File: src/rtl/uart_rx.sv
// uart_rx: 8N1 UART receiver with two-flop synchroniser, mid-bit sampling,
// one-cycle data-valid and framing-error strobes.
module uart_rx #(
   parameter int CLKS_PER_BIT = 217
) (
   input  logic       i_Clk,
   input  logic       i_Reset,
   input  logic       i_RX_Serial,
   output logic       o_RX_DV,
   output logic [7:0] o_RX_Byte,
   output logic       o_RX_Frame_Err,
   output logic       o_RX_Busy
);
   localparam int CW = $clog2(CLKS_PER_BIT);
   localparam logic [CW-1:0] HALF = CW'((CLKS_PER_BIT - 1) / 2);
   localparam logic [CW-1:0] LAST = CW'(CLKS_PER_BIT - 1);
   typedef enum logic [2:0] {IDLE, START, DATA, STOP, CLEANUP} state_t;
   state_t state;
   logic sync_a, rx_s;
   logic [CW-1:0] cnt;
   logic [2:0] idx;
   logic [7:0] shift;
   always_ff @(posedge i_Clk) begin
      if (i_Reset) begin
         state          <= IDLE;
         cnt            <= '0;
         idx            <= '0;
         shift          <= '0;
         sync_a         <= 1'b1;
         rx_s           <= 1'b1;
         o_RX_DV        <= 1'b0;
         o_RX_Byte      <= '0;
         o_RX_Frame_Err <= 1'b0;
         o_RX_Busy      <= 1'b0;
      end else begin
         {rx_s, sync_a} <= {sync_a, i_RX_Serial};
         o_RX_DV        <= 1'b0;
         o_RX_Frame_Err <= 1'b0;
         case (state)
            IDLE: begin
               cnt <= '0;
               idx <= '0;
               if (!rx_s) begin
                  state     <= START;
                  o_RX_Busy <= 1'b1;
               end
            end
            START: begin
               if (cnt == HALF) begin
                  cnt       <= '0;
                  idx       <= '0;
                  state     <= rx_s ? IDLE : DATA;
                  o_RX_Busy <= !rx_s;
               end else cnt <= cnt + 1'b1;
            end
            DATA: begin
               if (cnt == LAST) begin
                  cnt        <= '0;
                  shift[idx] <= rx_s;
                  if (idx == 3'd7) state <= STOP;
                  else idx <= idx + 1'b1;
               end else cnt <= cnt + 1'b1;
            end
            STOP: begin
               if (cnt == LAST) begin
                  cnt   <= '0;
                  state <= CLEANUP;
                  // sampled mid-stop-bit so a back-to-back start bit is not missed
                  if (rx_s) begin
                     o_RX_Byte <= shift;
                     o_RX_DV   <= 1'b1;
                  end else o_RX_Frame_Err <= 1'b1;
               end else cnt <= cnt + 1'b1;
            end
            CLEANUP: begin
               state     <= IDLE;
               o_RX_Busy <= 1'b0;
            end
            default: begin
               state     <= IDLE;
               o_RX_Busy <= 1'b0;
            end
         endcase
      end
   end
endmodule

File: config.mk
export PLATFORM = sky130hd
export DESIGN_NAME = uart_rx
export DESIGN_NICKNAME = d
export VERILOG_FILES = /design/src/rtl/uart_rx.sv
export SDC_FILE = /design/constraint.sdc
export NUM_CORES = 1
export LEC_CHECK = 0
export ABC_AREA = 0
export BUFFER_PORTS_ARGS = -buffer_cell sky130_fd_sc_hd__buf_2
export CAP_MARGIN = 5
export CORE_ASPECT_RATIO = 1.1
export CORE_MARGIN = 2
export CORE_UTILIZATION = 63
export DETAILED_ROUTE_END_ITERATION = 16
export GPL_TIMING_DRIVEN = 0
export PLACE_DENSITY = 0.82
export SLEW_MARGIN = 20
export SYNTH_ARGS = -nofsm -noshare
export SYNTH_HDL_FRONTEND = slang
export SYNTH_SLANG_ARGS = --single-unit
export TNS_END_PERCENT = 30
File: constraint.sdc
create_clock -name i_Clk -period 4.3 [get_ports i_Clk]
set_input_delay 0.215 -clock i_Clk [delete_from_list [all_inputs] [get_ports i_Clk]]
set_output_delay 0.215 -clock i_Clk [all_outputs]
set_load 0.1 [all_outputs]
==> flow_summary.ini, run 1 <==
[routing]
num_vias = 1486
pre_repair_dr_iteration_count = 4
finalWirelength_mm = 3.74
drt-vias-per-instance = 6.07
drc = 0
routed_len_inst_um = 15.3
route.antenna.remaining_nets = 0
drt_iter0_markers = 49

[synth]
main_combinational_cell_family_by_area_after_synthesis = simple AND/OR/NAND/NOR gates
synth.area.mux_share_pct = 9.20
yosys_warnings = 0
netlist-cell-type-count = 46
number_of_synthesized_flops_with_an_enable_pin = 0
synth_ff_type = dfxtp_1
post_synth_fa_ha_maj_area_fraction_pct = 2.88
avg_inst_size_synth_um2 = 9.11
postSynth.asyncResetShare_pct = 0
number_of_synthesized_register_bits = 35
synthSimpleGateAreaFrac_pct = 25.4
synth-compound-area-share_pct = 15.2
syn-instance-count = 191
synthesis.area_um2 = 1740
postSynthNetCount = 198
synth-xor-area-share_pct = 0.503
synth.yosys.seq_area_share_pct = 40.3

[worst_setup_path]
worst-endpoint-arrival_ns = 2.04
wp_buf_inv = 1
reg2reg_depth = 6
reg2reg_from = cnt[0]$_SDFFE_PP0P_
cp.depth = 6
path_delay_family = compound AO/OA/AOI/OAI gates
crit_path_max_fanout = 5
crit_start = cnt[0]$_SDFFE_PP0P_
rrSetupSlack_ns = 2.52
crit_required_ns = 4.56
worst-setup-path-type = reg -> reg
critPathLaunchType = register
crit_chain = inv_1, ha_1, and4bb_2, a21boi_1, o311ai_0, a21oi_1
slowest_delay_ns = 0.41
rr_endpoint = idx[2]$_SDFFE_PP0P_
endpoint_kind = register
worst_path_max_delay_cell = dfxtp_1
worst_setup_path_endpoint = idx[2]$_SDFFE_PP0P_

[clocking]
post_cts_hold_buffer_count = 0
cts_tree = done
clk_latency_ns = 0.34
post_cts_setup_repair_bufs = 0
cts_resized = 0
clk_path_buf_depth = 2
ctsHtreeMaxLevel = 2
cts.root.buffer_cell = clkbuf_4
cts.clk_slew.worst_paths_ns = 0.12
cts_made_buffers = 5
cts.sinks = 35

[die]
core_region_area_um2 = 2700
top_level_ports = 14
floorplan.initialDensity_pct = 64.4
floorplan.die.height_um = 59.1
fp-row-count = 20
die-area_um2 = 3200
chipWidth_um = 54.1

[timing]
layout_min_cycle_time_ns = 1.78
final_min_period_over_clock_period_pct = 41.3
setup-violations-final = 0
fin_worst_skew_ns = 0.0147
fin_ws_ns = 2.52
hold_slack_ns = 0.0486
worst_slew_pin_slew_ns = 0.496
total_negative_setup_slack_ns = 0
max_slew_headroom_pct = 66.9
slew_violations = 0
finalHoldViolCount = 0
grt_setup_unrepaired = false
fmax_mhz = 562

[finish]
post-route-cell-area_um2 = 1930
n_antenna_cell = 0
most-common-layout-cells = dfxtp_1, nor2_1, buf_2
final_common_cell = dfxtp_1
layout_cells_sized_above_1_pct = 19.8
syn2layout_area_growth_pct = 10.8
fin_nets = 218

[global_route]
gr-total-overflow = 0
grt_pass1_vias = 1378
busiest_metal_layer_after_global_routing = met2
met1_usage_pct = 30.5
grt_start_max_net_pins = 13
grt_pass1_wl_mm = 5.98
global_route_met2_utilization_pct = 42.5
grtUsageMet3_pct = 7.32
groute.usage.overall_pct = 25.6
grt_antenna_before_repair = 0

[power]
cellPowerDensity_nw_per_um2 = 311
total_power_mw = 0.600
power.static_leakage_nw = 0.846
peakVddDrop_mv = 0.321

[place]
hpwl_mm = 2.57
gp_congestion = 0.887
port_buffers = 13
pre_cts_slack_ns = 2.58
dpl_cell_area_um2 = 1850

[run_status]
run_status = complete, no violations

[min_path]
hold_path.class = in -> reg

[flow_run]
cap_viol_max_count = 0
[per-layer routing]
layer  up-vias  wire length [µm]
met5         -                 0
met4         0                57
met3         8               174
met2        39              1820
met1       705              1680
li1        734                 -
[how the worst min path moves through the flow]
stage                startpoint                     to  slack (ns)  depth (start not counted)
floorplan               i_Reset  state[0]$_SDFFE_PP0P_        0.29                          1
global placement    i_RX_Serial      sync_a$_SDFF_PP1_        0.40                          2
detailed placement  i_RX_Serial      sync_a$_SDFF_PP1_        0.41                          2
CTS                 i_RX_Serial      sync_a$_SDFF_PP1_        0.04                          2
global route        i_RX_Serial      sync_a$_SDFF_PP1_        0.05                          2
finish              i_RX_Serial      sync_a$_SDFF_PP1_        0.05                          2
[final cells by class]
class | instances | area, µm²
flip-flops and latches | 35 | 701
repair buffers | 13 | 65.1
well taps | 33 | 41.3
fillers | 206 | 774
clock buffers | 5 | 37.5
inverters | 5 | 18.8
multi-input cells | 136 | 926
plain buffers | 15 | 95.1
clock inverters | 3 | 43.8
[sequential cells by signal, indices dropped and copies added, names as in the netlist, 3 cells and up]
name,flops
state,3
shift,8
cnt,8
o_RX_Byte,8
idx,3
[synth_stat cells (2+ instances only)]
| cell type | count | area share, % |
|---|---|---|
| or2_2 | 2 | 0.72 |
| ha_1 | 4 | 2.9 |
| buf_4 | 3 | 1.3 |
| mux2i_1 | 16 | 9.2 |
| and3b_1 | 3 | 1.5 |
| nor3_1 | 6 | 1.7 |
| nor4_1 | 3 | 1.1 |
| a21oi_1 | 11 | 3.2 |
| and4bb_2 | 2 | 1.4 |
| o211ai_1 | 2 | 0.86 |
| buf_2 | 4 | 1.2 |
| inv_1 | 5 | 1.1 |
| buf_6 | 3 | 1.9 |
| o22ai_1 | 5 | 1.8 |
| nand3_1 | 3 | 0.86 |
| o21a_1 | 2 | 0.86 |
| o311ai_0 | 2 | 1.0 |
| dfxtp_1 | 35 | 40 |
| clkbuf_1 | 5 | 1.1 |
| nand4_1 | 12 | 4.3 |
| nor2_1 | 22 | 4.7 |
| and2_1 | 3 | 1.1 |
| nor2b_1 | 3 | 1.1 |
| nand2_1 | 12 | 2.6 |
| o21bai_1 | 2 | 0.86 |
[power breakdown]
| part | switching, mW | total (mW) | internal [mW] |
|---|---|---|---|
| clock network | 0.114 | 0.236 | 0.122 |
| logic | 0.0228 | 0.0339 | 0.0110 |
| registers | 0.00267 | 0.330 | 0.327 |
[kinds of logic after synthesis]
family,after synthesis
XOR/XNOR,1
buffers and inverters,20
flip-flops,35
AO/OA/AOI/OAI,36
adder cells (fa/ha/maj),4
AND/OR/NAND/NOR,79
multiplexers,16
[stage by stage]
stage,util [%],instances
finish,71.3,245
detailed placement,68.3,237
global route,71.3,245
global placement,68.3,237
CTS,71.3,245
floorplan,-,191
Power figures use the tool's default switching activity.
==> run 2, diff against run 1 <==
--- a/config.mk
+++ b/config.mk
@@ -5,15 +5,15 @@
 export SDC_FILE = /design/constraint.sdc
 export NUM_CORES = 1
 export LEC_CHECK = 0
-export ABC_AREA = 0
+export ABC_AREA = 1
 export BUFFER_PORTS_ARGS = -buffer_cell sky130_fd_sc_hd__buf_2
 export CAP_MARGIN = 5
 export CORE_ASPECT_RATIO = 1.1
 export CORE_MARGIN = 2
-export CORE_UTILIZATION = 63
+export CORE_UTILIZATION = 52
 export DETAILED_ROUTE_END_ITERATION = 16
 export GPL_TIMING_DRIVEN = 0
-export PLACE_DENSITY = 0.82
+export PLACE_DENSITY = 0.73
 export SLEW_MARGIN = 20
 export SYNTH_ARGS = -nofsm -noshare
 export SYNTH_HDL_FRONTEND = slang
==> constraint.sdc (replaced) <==
create_clock -name i_Clk -period 1.5 [get_ports i_Clk]
set_input_delay 0.075 -clock i_Clk [delete_from_list [all_inputs] [get_ports i_Clk]]
set_output_delay 0.075 -clock i_Clk [all_outputs]
set_load 0.1 [all_outputs]
==> run 2 against run 1 <==
Effect of this change: the flow now finishes with violations (negative setup slack); worst setup slack lost 2.5 ns; via count grew 3.4%; clock power rose by 110%; critical path type unchanged; critical endpoint is now o_RX_Byte[3]$_SDFFE_PP0P_; largest cell class unchanged.
==> flow_summary.ini, run 2 <==
[die]
core_region_area_um2 = 3050
chipWidth_um = 57.9
die-area_um2 = 3670
floorplan.initialDensity_pct = 54.6
floorplan.die.height_um = 63.3
fp-row-count = 21
top_level_ports = 14

[routing]
num_vias = 1536
finalWirelength_mm = 3.49
drc = 0
drt_iter0_markers = 59
route.antenna.remaining_nets = 0
pre_repair_dr_iteration_count = 5
drt-vias-per-instance = 5.05
routed_len_inst_um = 11.5

[synth]
postSynth.asyncResetShare_pct = 0
main_combinational_cell_family_by_area_after_synthesis = simple AND/OR/NAND/NOR gates
yosys_warnings = 0
netlist-cell-type-count = 25
synthMostInstantiatedCell = nand2_1
synthSimpleGateAreaFrac_pct = 31.3
synth.yosys.seq_area_share_pct = 42.1
synth.area.mux_share_pct = 0
syn-instance-count = 243
synthesis.area_um2 = 1660
postSynthNetCount = 250
ys_top_cells_by_area = dfxtp_1, nand2_1, inv_1
avg_inst_size_synth_um2 = 6.85
yosysTopAreaCell = dfxtp_1
synth-xor-area-share_pct = 1.58
synth.cells.most_frequent = nand2_1, inv_1, nor2_1
synth-compound-area-share_pct = 10.2
post_synth_fa_ha_maj_area_fraction_pct = 3.01
number_of_synthesized_register_bits = 35
synth_top_cell_area_share_pct = 42.1
synth_ff_type = dfxtp_1
number_of_synthesized_flops_with_an_enable_pin = 0

[worst_setup_path]
crit_chain = inv_2, ha_4, nand2_4, nor2_4, nand2_4, nor2_4, nand2_4, buf_6, o21ai_2, a21oi_1
wp_buf_inv = 2
critical_path.most_common_cell = nand2_4
slowest_delay_ns = 0.34
critPathLaunchType = register
worst-setup-path-type = reg -> reg
crit_required_ns = 1.74
rrSetupSlack_ns = -0.03
worst-endpoint-arrival_ns = 1.77
path_delay_family = simple AND/OR/NAND/NOR gates
endpoint_kind = register
crit_path_max_fanout = 6
worst_path_max_delay_cell = dfxtp_2

[finish]
final_common_cell = nand2_1
multi_input_comb_area_um2 = 901
layout.filler_cells = 277
final_cell_count_no_fill = 304
fin_nets = 276
n_antenna_cell = 0
syn2layout_area_growth_pct = 21.2
post-route-cell-area_um2 = 2020
layout_cells_sized_above_1_pct = 25.9
seqCellArea_um2 = 709
most-common-layout-cells = nand2_1, inv_1, nor2_1
largest_registers_ranked_by_flip_flop_count = cnt: 8 flops, o_RX_Byte: 8 flops, shift: 8 flops

[power]
cellPowerDensity_nw_per_um2 = 1250
total_power_mw = 2.53
seqPwrFrac_pct = 43.7
power.net_switching_mw = 1.02
power.share.clock_pct = 19.9
combinationalPowerShare_pct = 36.4
peakVddDrop_mv = 0.935
power.static_leakage_nw = 0.939
internal_power_mw = 1.51
power_switching_share_pct = 40.3

[timing]
final_min_period_over_clock_period_pct = 102
layout_min_cycle_time_ns = 1.53
max_slew_headroom_pct = 66.4
finalHoldViolCount = 0
fin_ws_ns = -0.0255
worst_slew_pin_slew_ns = 0.503
grt_setup_unrepaired = true
total_negative_setup_slack_ns = -0.0255
fin_worst_skew_ns = 0.00954
setup-violations-final = 1
slew_violations = 0
fmax_mhz = 656

[global_route]
grt_pass1_wl_mm = 6.10
grt_start_max_net_pins = 12
groute.usage.overall_pct = 21.3
grt_antenna_before_repair = 0
gr-total-overflow = 0
grt_pass1_vias = 1485

[clocking]
cts_made_buffers = 5
ctsHtreeMaxLevel = 2
clk_path_buf_depth = 2
cts_tree = done
clk_latency_ns = 0.34
cts.clk_slew.worst_paths_ns = 0.11
cts.sinks = 35
cts.root.buffer_cell = clkbuf_4

[place]
placedCellCount = 289
pre_cts_slack_ns = -0.108
gp_congestion = 0.847
port_buffers = 12
hpwl_mm = 2.27
dpl_cell_area_um2 = 1770

[min_path]
hold_path.class = in -> reg

[flow_run]
cap_viol_max_count = 0

[run_status]
failed_checks = negative setup slack
run_status = complete, but fails checks
## run 2: changes by cell type after synthesis, sizes merged, moves of 5 or more
cell / before / now
buf: 10 / 4
nand4: 12 / 2
inv: 5 / 40
o22ai: 5 / 0
nand2: 12 / 63
nor2: 22 / 41
mux2i: 16 / 0
o21ai: 1 / 13
## run 2: worst paths after layout
path	start	to	depth (start not counted)
max	cnt[0]$_SDFFE_PP0P_	o_RX_Byte[3]$_SDFFE_PP0P_	10
min	i_Reset	o_RX_DV$_SDFF_PP0_	2
max reg2reg	cnt[0]$_SDFFE_PP0P_	o_RX_Byte[3]$_SDFFE_PP0P_	10
min reg2reg	sync_a$_SDFF_PP1_	rx_s$_SDFF_PP1_	1
## run 2: metrics by stage
stage | utilization (%) | hold slack (ns)
finish | 66.2 | 0.0740
global placement | 58.0 | 0.258
CTS | 62.5 | 0.0661
global route | 66.2 | 0.110
detailed placement | 58.0 | 0.261
floorplan | - | 0.179
## run 2: cell type report
type / instances / area share [%]
well taps: 34 / 2.11
repair buffers: 18 / 5.52
flip-flops and latches: 35 / 35.2
clock buffers: 6 / 2.05
multi-input cells: 162 / 44.7
clock inverters: 2 / 0.620
inverters: 41 / 7.88
plain buffers: 6 / 1.99
## run 2: cells by family (layout without fill, tap and decap cells)
logic type | Yosys count | in the layout
simple gates | 122 | 123
buf+inv | 47 | 73
flops | 35 | 35
compound gates | 32 | 32
fa+ha+maj | 4 | 4
xor+xnor | 3 | 3
## run 2: power groups by stage
stage	logic, mW	registers, mW	clock network [mW]
after floorplan	0.493	1.20	0
after global placement	0.705	1.11	0
after detailed placement	0.709	1.11	0
after CTS	0.779	1.09	0.516
after global routing	1.03	1.12	0.566
final	0.921	1.10	0.503
## run 2: repair_timing
action / in CTS / in global routing
hold buffers: 1 / 0
pin swaps: 4 / 18
resized for setup: 14 / 33
setup buffers: 2 / 2
endpoints found under the hold margin: 1 / 0
gates cloned: 2 / 0
endpoints found under the setup margin: 21 / 28
## run 2: routing by layer
metal / share of wire [%] / routed length (µm) / global-route usage, %
met5: 0 / 0 / 0
met4: 2.3 / 80 / 12.8
met3: 3.3 / 116 / 4.31
met2: 52 / 1830 / 34.7
met1: 42 / 1460 / 25.4
